`config.mk`:
```
export PLATFORM = sky130hd
export DESIGN_NAME = crc32_serial_engine
export DESIGN_NICKNAME = d
export VERILOG_FILES = /design/src/rtl/alu_check_pkg.sv /design/src/rtl/crc32_serial_engine.sv
export SDC_FILE = /design/constraint.sdc
export NUM_CORES = 1
export LEC_CHECK = 0
export CORE_MARGIN = 2
export CORE_UTILIZATION = 48
export DETAILED_ROUTE_END_ITERATION = 10
export PLACE_DENSITY = 0.84
export SYNTH_ARGS = -nofsm -noshare
export SYNTH_HDL_FRONTEND = slang
export SYNTH_SLANG_ARGS = --single-unit
```
`constraint.sdc`:
```
create_clock -name clk -period 4.25 [get_ports clk]
set_clock_uncertainty 0.1 [all_clocks]
set_input_delay 0.85 -clock clk [delete_from_list [all_inputs] [get_ports clk]]
set_output_delay 0.85 -clock clk [all_outputs]
set_load 0.02 [all_outputs]
```
`src/rtl/alu_check_pkg.sv`:
```
// Shared constants, FSM state type and the single-iteration CRC step
// used by the ALU result checker.
package alu_check_pkg;

    localparam int unsigned DATA_W = 32;
    localparam int unsigned OP_W   = 4;
    localparam int unsigned CNT_W  = 6;

    localparam logic [DATA_W-1:0] CRC_POLY = 32'hEDB88320;

    localparam logic [OP_W-1:0] OP_ADD = 4'd0;
    localparam logic [OP_W-1:0] OP_SUB = 4'd1;
    localparam logic [OP_W-1:0] OP_MUL = 4'd2;
    localparam logic [OP_W-1:0] OP_DIV = 4'd3;

    typedef enum logic [1:0] {
        IDLE  = 2'd0,
        SHIFT = 2'd1,
        DONE  = 2'd2
    } state_t;

    // One left-shifting iteration; the polynomial is folded in when the MSB falls out.
    function automatic logic [DATA_W-1:0] crc_step(input logic [DATA_W-1:0] c,
                                                   input logic [DATA_W-1:0] poly);
        logic [DATA_W-1:0] shifted;
        shifted  = {c[DATA_W-2:0], 1'b0};
        crc_step = c[DATA_W-1] ? (shifted ^ poly) : shifted;
    endfunction

endpackage

```
`src/rtl/crc32_serial_engine.sv`:
```
// Serial CRC engine: one crc_step per cycle while step is high, with an
// iteration counter that flags the final iteration.
module crc32_serial_engine
    import alu_check_pkg::*;
#(
    parameter logic [DATA_W-1:0] POLY  = CRC_POLY,
    parameter int unsigned       ITERS = 32
) (
    input  logic              clk,
    input  logic              rst,
    input  logic              load,
    input  logic              step,
    input  logic [DATA_W-1:0] load_data,
    output logic [DATA_W-1:0] crc_next_c,
    output logic              last_c
);

    logic [DATA_W-1:0] shift_reg;
    logic [CNT_W-1:0]  iter_cnt;

    assign crc_next_c = crc_step(shift_reg, POLY);
    assign last_c     = (iter_cnt == CNT_W'(ITERS - 1));

    // Counter parks on the last index rather than wrapping.
    always_ff @(posedge clk) begin
        if (rst) begin
            shift_reg <= '0;
            iter_cnt  <= '0;
        end else if (load) begin
            shift_reg <= load_data;
            iter_cnt  <= '0;
        end else if (step) begin
            shift_reg <= crc_next_c;
            if (!last_c) begin
                iter_cnt <= iter_cnt + CNT_W'(1);
            end
        end
    end

endmodule

```
; ---- Yosys cells after proc, flatten, opt, wreduce, memory -nomap -nowiden
; Index checks and enable logic that the tools add are counted.
[classes]
reduce_logical = 3
addsub = 1
n_bitwise = 2
muxes = 3
eq_ne = 1
[op_table]
columns = operator, n
row1 = 2-to-1 mux 32 bit, 3
row2 = inverter 14 bit, 1
row3 = adder 6 x 1 -> 6 bit (second input constant), 1
row4 = equality test 6 x 5 -> 1 bit (second input constant), 1
row5 = AND reduction 2 bit, 1
row6 = nonzero test 2 bit, 1
row7 = OR reduction 2 bit, 1
row8 = inverter 1 bit, 1
[word_totals]
output_inout_bits = 33
input_bits = 36
elab_cells = 12
ff_bits = 38

; ---- Longest topological paths before layout
; Gate-level depths: netlist (run 1).
[depth]
ltp_word = 4
ltp_mapped = 5

; ---- Least setup slack after synthesis (run 1)
; No wires, ideal clock.
[synth_path]
kind = reg2out
from = reg iter_cnt[0]
to = out last_c
t_required_ns = 3.300
path_slack_ns = 2.135
n_path_buf = 0
stages_incl_launch_ff = 5
t_arrival_ns = 1.165
path_cell_list = dfxtp_1 ha_1 inv_1 or3_1 inv_1
[synth_via]
elab_chain_len = 1
[synth_lines]
columns = element, line
row1 = from (decl), crc32_serial_engine.sv:19  ; logic [CNT_W-1:0] iter_cnt;
row2 = from (signal assigned), crc32_serial_engine.sv:35  ; iter_cnt <= iter_cnt + CNT_W'(1);
row3 = equality test 6 x 5 -> 1 bit, crc32_serial_engine.sv:22  ; assign last_c = (iter_cnt == CNT_W'(ITERS - 1));
row4 = to (decl), crc32_serial_engine.sv:15  ; output logic last_c
; No other way between the ends.

; ---- Worst setup path after layout (run 1)
[layout_path]
from = reg shift_reg[31]
to = out crc_next_c[19]
[layout_via]
elab_chain_len = 1
[layout_lines]
columns = element, line
row1 = from (decl), crc32_serial_engine.sv:18  ; logic [DATA_W-1:0] shift_reg;
row2 = from (signal assigned), crc32_serial_engine.sv:30  ; shift_reg <= load_data;
row3 = from (signal assigned), crc32_serial_engine.sv:33  ; shift_reg <= crc_next_c;
row4 = 2-to-1 mux 32 bit, alu_check_pkg.sv:27  ; crc_step = c[DATA_W-1] ? (shifted ^ poly) : shifted;
row5 = to (decl), crc32_serial_engine.sv:14  ; output logic [DATA_W-1:0] crc_next_c,
; No other way between the ends.

==> results of run 1 <==
==> logic make-up after synthesis <==
logic type	share of synthesized area [%]
mux	17.2
simple gates	13.6
other cells	0.189
flops	38.3
xor+xnor	6.61
fa+ha+maj	0.630
buf+inv	11.7
compound gates	11.8
==> synth_stat cells (all sizes together), types with 2 or more instances <==
cell type,count,area (um^2)
a21oi,20,100
nand3,3,15.0
or3,2,12.5
buf,28,194
nand2,51,191
mux2i,15,150
mux2,17,191
o22ai,13,81.3
xor2,15,131
o21ai,3,15.0
nor2,4,15.0
clkbuf,7,26.3
inv,2,7.51
a211oi,2,15.0
dfxtp,38,761
==> final cells by class <==
type | count | share of cell area [%]
multi-input combinational | 155 | 37.9
timing repair buffer | 69 | 26.0
sequential | 38 | 29.0
clock buffer | 6 | 3.15
inverter | 3 | 0.429
clock inverter | 1 | 1.15
tap | 50 | 2.39
==> metrics by stage <==
stage,hold slack (ps),utilization [%],setup slack (ps),instances
6_report,406,65.6,1180,322
5_1_grt,432,65.6,1050,322
4_1_cts,408,65.6,1160,322
3_5_place_dp,381,62.7,1190,315
3_3_place_gp,372,62.7,1240,315
2_1_floorplan,349,-,2140,231
==> worst max path at each step <==
stage / end / slack (ps) / depth (start not counted)
floorplan: last_c / 2140 / 4
global placement: shift_reg[31]$_SDFFE_PP0P_ / 1240 / 4
detailed placement: shift_reg[31]$_SDFFE_PP0P_ / 1190 / 4
CTS: crc_next_c[5] / 1160 / 2
global route: last_c / 1050 / 5
finish: crc_next_c[19] / 1180 / 2
==> worst max-delay path: stages, from the launching register on <==
cell and delay [ps]:
dfxtp_1 870, xor2_1 310, clkdlybuf4s50_1 660
==> layer usage <==
metal | share of wire [%] | vias to the layer above
met5 | 0 | -
li1 | - | 848
met1 | 45 | 776
met4 | 1.1 | 0
met2 | 48 | 44
met3 | 5.0 | 5
==> power groups by stage <==
| stage | clock (mW) | sequential [mW] | combinational (mW) |
|---|---|---|---|
| 3_3_place_gp | 0 | 0.404 | 0.222 |
| 3_5_place_dp | 0 | 0.405 | 0.224 |
| 2_1_floorplan | 0 | 0.396 | 0.145 |
| 4_1_cts | 0.314 | 0.397 | 0.226 |
| 5_1_grt | 0.328 | 0.400 | 0.242 |
| 6_report | 0.309 | 0.397 | 0.224 |
==> results.ini, run 1 <==
[run_status]
status = completed

[floorplan]
start_util_pct = 49.7
io_pins = 69
core_um2 = 4000
die_y_um = 68.3
die_w_um = 68.3
die_area_um2 = 4670
rows = 23

[logic_synthesis]
synthArstFlopShare_pct = 0
synth-seq-cells = 38
synth_area_um2 = 1990
yosysSeqAreaShare_pct = 38.3
synth_nets = 268
yosysWarningCount = 0
netlist_instances = 231
synth_area_per_cell_um2 = 8.60
synth_ff_type = dfxtp_1
synth_edf_count = 0
synth_cell_types = 28

[power]
p_sw_mw = 0.248
clock_power_share_pct = 33.2
finalPower_mw = 0.931
peakVddDrop_mv = 0.214
intPower_mw = 0.683
pwr-share-seq_pct = 42.7
sw_frac_of_total_pct = 26.6
p_leak_nw = 1.08
pwr-share-comb_pct = 24.1
power.density_nw_per_um2 = 355

[setup_path]
crit_path_end_kind = primary output
ff2ff_setup_slack_ps = 2620
required_ps = 3300
regToRegEndpoint = shift_reg[19]$_SDFFE_PP0P_
r2r_cells = 3
arrival_ps = 2120
critPathMaxFanout = 15
start_kind = flip-flop
crit_start = shift_reg[31]$_SDFFE_PP0P_
regToRegStartpoint = shift_reg[31]$_SDFFE_PP0P_
worst-setup-path-type = flip-flop to primary output

[clock_network]
clk_latency_ps = 280
cts_root_buffer = clkbuf_8
clkSlewWorstSetupHoldPaths_ps = 70
h-tree-depth = 2
cts_num_sinks = 38
cts_setup_buffers = 0
cts_repair_resize_count = 0
cts_tree = built
cts_hold_buffers = 0
clockBufferDepth = 2
cts_made_buffers = 5

[min_path]
min_from = iter_cnt[1]$_SDFFE_PP0P_
hold_end = iter_cnt[1]$_SDFFE_PP0P_
whs_path_depth = 2
hp-class = flip-flop to flip-flop

[global_routing]
use_met1_pct = 24.2
grt_overflow = 0
first_global_vias = 1541
antenna_found_initial = 0
grt_start_max_net_pins = 40
grt.met2_usage_pct = 34.3
grtUsageMet3_pct = 4.28
grt_busiest_layer = met2
track_usage_pct = 20.0
grt_pass1_wl_mm = 6.94

[route]
post_drt_wl_per_cell_um = 13.7
drt_iter0_markers = 118
dr.pass1.iters = 4
num_vias = 1673
drc = 0
final_antenna_net_count = 0
drt_wl_total_mm = 4.42
vias_per_cell = 5.20

[layout]
final_cell_mix = clkdlybuf4s50_1, nand2_1, dfxtp_1
largest_reg_flops = 32
final_layout_size_suffix_gt1_share_pct = 10.3
multiInputGateArea_um2 = 995
final_common_cell = clkdlybuf4s50_1
nNetsFinal = 309
area_growth_pct = 32.0
seq_area_um2 = 761
n_antenna_cell = 0
nFillCells = 346
finalInstanceArea_um2 = 2620

[sta]
hold_viol = 0
layout_worst_path_cycle_share_pct = 72.1
worstMarginPinSlew_ps = 886
slew_viol_final = 0
setup-tns-final_ps = 0
rsz0062_at_grt = no
min_period_ps = 3070
fmax_ghz = 0.326
setup_viol = 0
relSlewSlack_pct = 40.9

[job]
cap_violations = 0

[placement]
dpl_cell_area_um2 = 2510
dp_hpwl_mm = 3.07
port_buffers = 67
gp_congestion = 0.751

(Power assumes the default switching activity.)
==> run 2, diff against run 1 <==
- CORE_UTILIZATION: 48 -> 45
- PLACE_DENSITY: 0.84 -> 0.8
- clock period: 4.25 -> 3.1 ns (I/O delays scaled with it)
==> run 2 against run 1 <==
Net effect:
- total power grew 25%
- critical path depth up 3
- cell area decreased by 0.72%
- via count shrank 2.2%
- sequential power grew 36%
- hold slack got worse by 7.2 ps
- cell count up 1.2%
- utilization shrank 4.9 points
==> results.ini, run 2 (synthesis gave the netlist of run 1 again) <==
[floorplan]
rows = 24
die_y_um = 70.5
die_area_um2 = 4960
start_util_pct = 46.3
core_um2 = 4290
die_w_um = 70.5
io_pins = 69

[global_routing]
grtUsageMet3_pct = 4.47
use_met1_pct = 22.0
grt_start_max_net_pins = 35
grt_pass1_wl_mm = 7.12
grt_overflow = 0
track_usage_pct = 17.6
grt_busiest_layer = met2
grt.met2_usage_pct = 29.6
first_global_vias = 1574
antenna_found_initial = 0

[run_status]
status = completed

[route]
final_antenna_net_count = 0
vias_per_cell = 5.02
drt_wl_total_mm = 4.32
num_vias = 1636
drt_iter0_markers = 45
drc = 0
dr.pass1.iters = 4
post_drt_wl_per_cell_um = 13.2

[layout]
finalInstanceArea_um2 = 2600
n_antenna_cell = 0
nNetsFinal = 311
area_growth_pct = 31.0
final_common_cell = clkdlybuf4s50_1
fin_cells = 326
final_cell_mix = clkdlybuf4s50_1, nand2_1, dfxtp_1
final_layout_size_suffix_gt1_share_pct = 10.2
largest_reg_flops = 32

[placement]
dpl_cell_area_um2 = 2530
dp_cells = 319
port_buffers = 67
dp_hpwl_mm = 3.03
place_ws_ps = 637
gp_congestion = 0.850

[clock_network]
cts_root_buffer = clkbuf_8
cts_setup_buffers = 0
clk_latency_ps = 270
cts_num_sinks = 38
clockBufferDepth = 2
cts_repair_resize_count = 0
h-tree-depth = 2
cts_hold_buffers = 0
cts_made_buffers = 5
clkSlewWorstSetupHoldPaths_ps = 70
cts_tree = built

[min_path]
hold_end = iter_cnt[1]$_SDFFE_PP0P_
min_from = iter_cnt[1]$_SDFFE_PP0P_
hp-class = flip-flop to flip-flop
whs_path_depth = 2

[sta]
slew_viol_final = 0
worstMarginPinSlew_ps = 507
setup-tns-final_ps = 0
timing.final.ws_setup_ps = 345
layout_worst_path_cycle_share_pct = 88.9
fmax_ghz = 0.363
hold_viol = 0
setup_viol = 0
rsz0062_at_grt = no
relSlewSlack_pct = 66.0
min_period_ps = 2750

[job]
cap_violations = 0

[setup_path]
regToRegStartpoint = iter_cnt[0]$_SDFFE_PP0P_
crit_path_end_kind = primary output
critPathMaxFanout = 6
required_ps = 2380
worst-setup-path-type = flip-flop to primary output
start_kind = flip-flop
regToRegEndpoint = iter_cnt[2]$_SDFFE_PP0P_
ff2ff_setup_slack_ps = 1570
crit_start = iter_cnt[0]$_SDFFE_PP0P_
r2r_cells = 4
arrival_ps = 2030

[power]
finalPower_mw = 1.16
peakVddDrop_mv = 0.255
p_leak_nw = 1.07
power.density_nw_per_um2 = 447

run 2: worst max path at each step:
stage	endpoint	slack (ps)
floorplan	last_c	1220
global placement	last_c	690
detailed placement	last_c	640
CTS	last_c	330
global route	last_c	210
finish	last_c	350
run 2: critical path, stage by stage, from the launching register on:
cell and delay [ps]:
dfxtp_1 380, ha_1 260, inv_1 70, or3_1 390, inv_1 70, clkdlybuf4s50_1 590
run 2: cell type report:
type	instances	area, um^2
Fill cell	424	1690
Multi-Input combinational cell	155	995
Sequential cell	38	761
Timing Repair Buffer	71	696
Clock buffer	7	76.3
Tap cell	52	65.1
Inverter	3	11.3
run 2: metal layers:
layer	up-vias	wire, um
met5	-	0
met4	0	17
met3	2	250
met2	45	2050
met1	743	2000
li1	846	-
run 2: per-stage QoR:
step           utilization (%)  hold slack (ps)
4_1_cts                   60.6              406
5_1_grt                   60.6              438
3_3_place_gp              58.9              373
2_1_floorplan                -              349
6_report                  60.6              399
3_5_place_dp              58.9              390
run 2: report_power, final:
part	switching [mW]	internal (mW)
registers	0.0225	0.517
logic	0.149	0.164
clock network	0.157	0.155
total	0.328	0.836
==> run 3, diff against run 2 <==
- HOLD_SLACK_MARGIN: default -> 0.15
==> results of run 3 <==
Same layout as run 2: the final DEF is identical, and so are final timing and power.
==> edit 1, RTL diff (config.mk and constraints of run 2) <==
Add an input register stage for `load_data`, without a reset; this delays it by one clock. The other inputs are not delayed to match.
--- a/src/rtl/crc32_serial_engine.sv
+++ b/src/rtl/crc32_serial_engine.sv
@@ -16,4 +16,10 @@
 );
 
+    logic [DATA_W-1:0] load_data_q;
+
+    always_ff @(posedge clk) begin
+        load_data_q <= load_data;
+    end
+
     logic [DATA_W-1:0] shift_reg;
     logic [CNT_W-1:0]  iter_cnt;
@@ -28,5 +34,5 @@
             iter_cnt  <= '0;
         end else if (load) begin
-            shift_reg <= load_data;
+            shift_reg <= load_data_q;
             iter_cnt  <= '0;
         end else if (step) begin
Check against the original RTL: not equivalent (a bounded check fails within 4 cycles, from zero or initial values and one cycle with rst high).
==> edit 1 against run 2 <==
- sequential cell count grew 32
- total power grew 72%
- final cell count grew 19%
- worst setup slack lost 0.086 ns
- maximum frequency shrank 3.0%
- combinational power grew 1%
- global-route usage shrank 0.46 points
- hold slack lost 0.060 ns
- die area grew 30%
- synthesized area grew 32%
- cell area grew 31%
- synthesized cell count grew 14%
- wire length grew 20%
==> edit 1: results (changes against run 2) <==
** Status
- Run status :: complete, no violations

** Detailed routing
- The number of violations reported at the end of detailed-routing iteration 0 came to 81 (+80%).
- The sum of routed wire length over all layers came to 5161 µm (+20%).
- Via-per-instance ratio :: 4.899 (-2.4%)
- The via count was 1896 (+16%).
- The number of detailed-routing iterations run before antenna repair is 4 (unchanged).

** Place
- The final HPWL from detailed placement was 3540 µm (+17%).
- The count of buffers inserted at the top-level ports is 67 (unchanged).
- Number of placed instances with taps included :: 373 (+17%)
- Routability cong. :: 0.7453 (-12%)

** Synth
- The post-synthesis sequential area ratio was 53.36% (+15 points).
- Combinational family with the most area after synthesis :: multiplexers
- Warnings from Yosys :: 0 (unchanged)
- The fraction of the mapped netlist area in compound gates came to 8.957% (-2.9 points).
- Cell variety after synth :: 27 (-3.6%)
- The cell count after synthesis came to 263 (+14%).
- The post-synthesis async set-or-reset flop share was 0% (unchanged).
- Syn_nets :: 300 (+12%)
- XOR/XNOR share of the synthesized area :: 5.002% (-1.6 points)
- Adder-cell share of the synthesized area :: 0.4764% (-0.15 points)
- The commonest cells after synthesis are sky130_fd_sc_hd__dfxtp_1 (70), sky130_fd_sc_hd__nand2_1 (51), sky130_fd_sc_hd__buf_4 (21).
- Yosys attributes the largest share of cell area to sky130_fd_sc_hd__dfxtp_1 (53%), sky130_fd_sc_hd__nand2_1 (7.3%), sky130_fd_sc_hd__mux2_2 (7.3%), sky130_fd_sc_hd__buf_4 (6.0%), sky130_fd_sc_hd__mux2i_1 (5.7%).
- The multiplexer fraction of the synthesized cell area is 13.01% (-4.2 points).

** Hold path
- The min-delay analysis places its worst path in the category reg -> reg.
- In this run the most critical hold path is launched from load_data_q[4].

** Clock tree
- The TritonCTS buffer count was 9 (+4).
- Post-CTS Resized :: 0 (unchanged)
- CTS Buffer Depth :: 2 (unchanged)
- The clock transition at the registers of the reported paths is 0.07 ns (about the same).
- H-tree lvl count :: 3 (+1)
- The post-CTS setup buffer count was 0 (unchanged).
- Cell at the root of the clock tree :: sky130_fd_sc_hd__clkbuf_8
- Worst-skew pair later-pin latency :: 0.33 ns (+0.06 ns)

** GRT
- Antenna violations before repair :: 0 (unchanged)
- All-Layer GR Usage :: 17.09% (-0.46 points)
- First-pass GRT wire length :: 8224 µm (+16%)
- The pin count of the biggest net entering global routing is 26 (-26%).
- Vias in the first global route :: 1818 (+16%)

** Power and ir drop
- The leakage power is 1.416 nW (+32%).
- Worst vdd rail ir drop :: 375.8 µV (+48%)
- The switching part of the total power is 23.87% (-4.3 points).

** Setup path
- Tracing the worst setup path back leads to its startpoint at iter_cnt[0].
- The arrival time of the worst setup path was 2.12 ns (+0.09 ns).
- CP max FO :: 6 (unchanged)

** STA
- The slew at the pin with the worst max-slew slack came to 0.5495 ns (+0.04282 ns).
- Final setup fails :: 0 (unchanged)

** Finish
- Count of fill cells added during filler insertion :: 473 (+12%)
- N_diodes :: 0 (unchanged)
- Total number of nets in the final design :: 349 (+12%)
- The library cell used most frequently in the layout, excluding fill and tap cells, is sky130_fd_sc_hd__dfxtp_1.
- The share of post-route cells with drive strength above 1 was 11.75% (+1.5 points).
==> edit 1: cell count changes after synthesis, sizes merged <==
| cell | change |
|---|---|
| dfxtp | +32 |
==> edit 1: power groups by stage <==
| stage | registers, mW | logic, mW | clock network (mW) |
|---|---|---|---|
| global placement | 1.00 | 0.313 | 0 |
| CTS | 0.981 | 0.320 | 0.722 |
| floorplan | 0.989 | 0.198 | 0 |
| detailed placement | 1.00 | 0.318 | 0 |
| finish | 0.981 | 0.317 | 0.706 |
| global route | 0.986 | 0.341 | 0.757 |
==> edit 1: final timing paths <==
kind / depth (start not counted) / slack (ns) / to
worst max-delay path: 5 / 0.26 / last_c
worst min-delay path: 2 / 0.34 / shift_reg[4]
worst max register to register: 4 / 1.48 / iter_cnt[2]
worst min register to register: 2 / 0.34 / shift_reg[4]
==> edit 1: critical path, cell delays in order, from the launching register on <==
cell and delay (ns):
sky130_fd_sc_hd__dfxtp_1 0.39, sky130_fd_sc_hd__ha_1 0.27, sky130_fd_sc_hd__inv_1 0.09, sky130_fd_sc_hd__or3_1 0.39
sky130_fd_sc_hd__inv_1 0.07, sky130_fd_sc_hd__clkdlybuf4s50_1 0.59
==> edit 1: layer usage <==
metal	GRT usage, %	part of all wire (%)
met5	0	0
met4	10.34	2.8
met3	4.157	4.5
met2	27.92	48
met1	20.18	45
==> edit 1: metrics by stage <==
step	hold WS (ns)	area (µm²)	worst slack, ns
detailed placement	0.3347	3221	0.6232
CTS	0.3438	3410	0.2572
finish	0.3387	3410	0.2597
floorplan	0.3263	2626	1.215
global placement	0.3296	3221	0.6879
global route	0.3610	3410	0.1642
==> edit 1: final cells by class <==
class / count / area, µm² / share of cell area (%)
Multi-Input combinational cell: 155 / 994.7 / 29.17
Sequential cell: 70 / 1401 / 41.10
Timing Repair Buffer: 73 / 723.2 / 21.21
Inverter: 3 / 11.26 / 0.3303
Clock inverter: 1 / 30.03 / 0.8807
Clock buffer: 13 / 158.9 / 4.661
Tap cell: 72 / 90.09 / 2.642
==> edit 1: cells by family (layout without fill, tap and decap cells) <==
| family | Yosys count | count (layout) |
|---|---|---|
| buffers and inverters | 38 | 90 |
| AND/OR/NAND/NOR | 65 | 65 |
| adder cells (fa/ha/maj) | 1 | 1 |
| XOR/XNOR | 15 | 15 |
| multiplexers | 32 | 32 |
| other | 1 | 1 |
| flip-flops | 70 | 70 |
| AO/OA/AOI/OAI | 41 | 41 |
==> edit 2, RTL diff (settings of run 2) <==
Made on the original files. Set the package constant `DATA_W` to 40 (it was 32).
--- a/src/rtl/alu_check_pkg.sv
+++ b/src/rtl/alu_check_pkg.sv
@@ -3,5 +3,5 @@
 package alu_check_pkg;
 
-    localparam int unsigned DATA_W = 32;
+    localparam int unsigned DATA_W = 40;
     localparam int unsigned OP_W   = 4;
     localparam int unsigned CNT_W  = 6;
Ports: changed (resized crc_next_c and load_data); port bits go from 69 to 85. No check against the original RTL was run, so the function may have changed too.
==> edit 2 against run 2 <==
- total power increased by 19%
- clock power increased by 19%
- non-clock buffer count increased by 17
- hold slack worse by 0.0012 ns
- first-iteration DRC count is 140% higher
- synthesized area increased by 26%
- worst setup slack got worse by 0.027 ns
- cell area rose by 23%
- sequential cell count grew 8
- sequential power is 21% higher
- wire length rose by 21%
- highest routed layer unchanged
==> edit 2: results (changes against run 2) <==
** Synth
- Instance count of the mapped netlist :: 252 (+9.1%)
- The post-synthesis sequential area ratio came to 36.69% (-1.6 points).
- The post-synthesis share of cell area spent on full adders, half adders and majority gates was 0.4985% (-0.13 points).
- The cell area after synthesis is 0.002510 mm² (+26%).
- XOR/XNOR share of the synthesized area :: 4.885% (-1.7 points)
- Share of synthesized area spent on multiplexers :: 27.97% (+11 points)
- The number of nets produced by synthesis came to 297 (+11%).

** Detailed routing
- Initial drt markers :: 107 (+140%)
- Count of vias placed by the detailed router :: 1864 (+14%)

** Power and ir drop
- The largest voltage drop on the vdd net is 242.7 µV (-4.6%).
- The leakage power was 1.397 nW (+30%).

** GRT
- All-Layer GR Usage :: 17.21% (-0.35 points)
- First-pass GRT wire length :: 8645 µm (+21%)
- Largest net degree at the start of global routing :: 45 (+29%)
- Vias in the first global route :: 1813 (+15%)

** Finish
- The number of combinational gates with multiple inputs came to 161 (+3.9%).
- The count of plain and timing-repair buffers in the layout was 88 (+24%).
- The non-clock inverter total of the final layout came to 0 (-3).
- The fraction of area in multi-input gates came to 38.85% (+0.65 points).
- Layout cell share with drive strength beyond 1 :: 14.85% (+4.6 points)
- The number of nets in the final layout was 347 (+12%).
- Count of fill cells added during filler insertion :: 474 (+12%)
- The final-layout clock-cell area share came to 2.856% (-0.075 points).
- The final standard cell count with taps included and fillers excluded was 375 (+15%).
- The flip-flop and latch share of the layout cell area was 28.79% (-0.42 points).

** Place
- The final HPWL from detailed placement came to 3714 µm (+22%).
- The instance area at placement was 0.003107 mm² (+23%).
- The worst setup timing slack at the placement stage is 0.5891 ns (-0.04836 ns).
- Routability cong. :: 0.7167 (-16%)

** Setup path
- The arrival time of the worst setup path came to 2.06 ns (+0.03 ns).
- The longest individual stage delay on the worst path came to 0.65 ns (+0.06 ns).
- The critical-path maximum fanout came to 9 (+3).

** Status
- Run status :: complete, no violations

** STA
- The fmax is 359.5 MHz (-0.97%).
- Slew at the pin closest to its max-slew limit :: 0.6062 ns (+0.09952 ns)
==> edit 2: kinds of logic after synthesis <==
logic type / count (synthesis)
mux: 67
simple gates: 55
flops: 46
buf+inv: 45
compound gates: 23
xor+xnor: 14
fa+ha+maj: 1
other cells: 1
==> edit 2: power by group through the flow <==
stage	logic (mW)	clock network, mW	registers, mW
CTS	0.369	0.384	0.656
floorplan	0.251	0	0.658
finish	0.365	0.369	0.656
global placement	0.362	0	0.669
detailed placement	0.367	0	0.670
global route	0.391	0.406	0.661
==> edit 2: worst paths after layout <==
check | startpoint | end | slack (ns)
max | shift_reg[39] | crc_next_c[29] | 0.32
min reg2reg | iter_cnt[1] | iter_cnt[1] | 0.40
min | iter_cnt[1] | iter_cnt[1] | 0.40
max reg2reg | shift_reg[39] | shift_reg[31] | 1.56
==> edit 2: routing by layer <==
layer	GRT usage, %	vias up
met5	0	-
met4	3.684	0
met3	4.253	2
met2	28.72	57
met1	22.49	865
li1	-	940
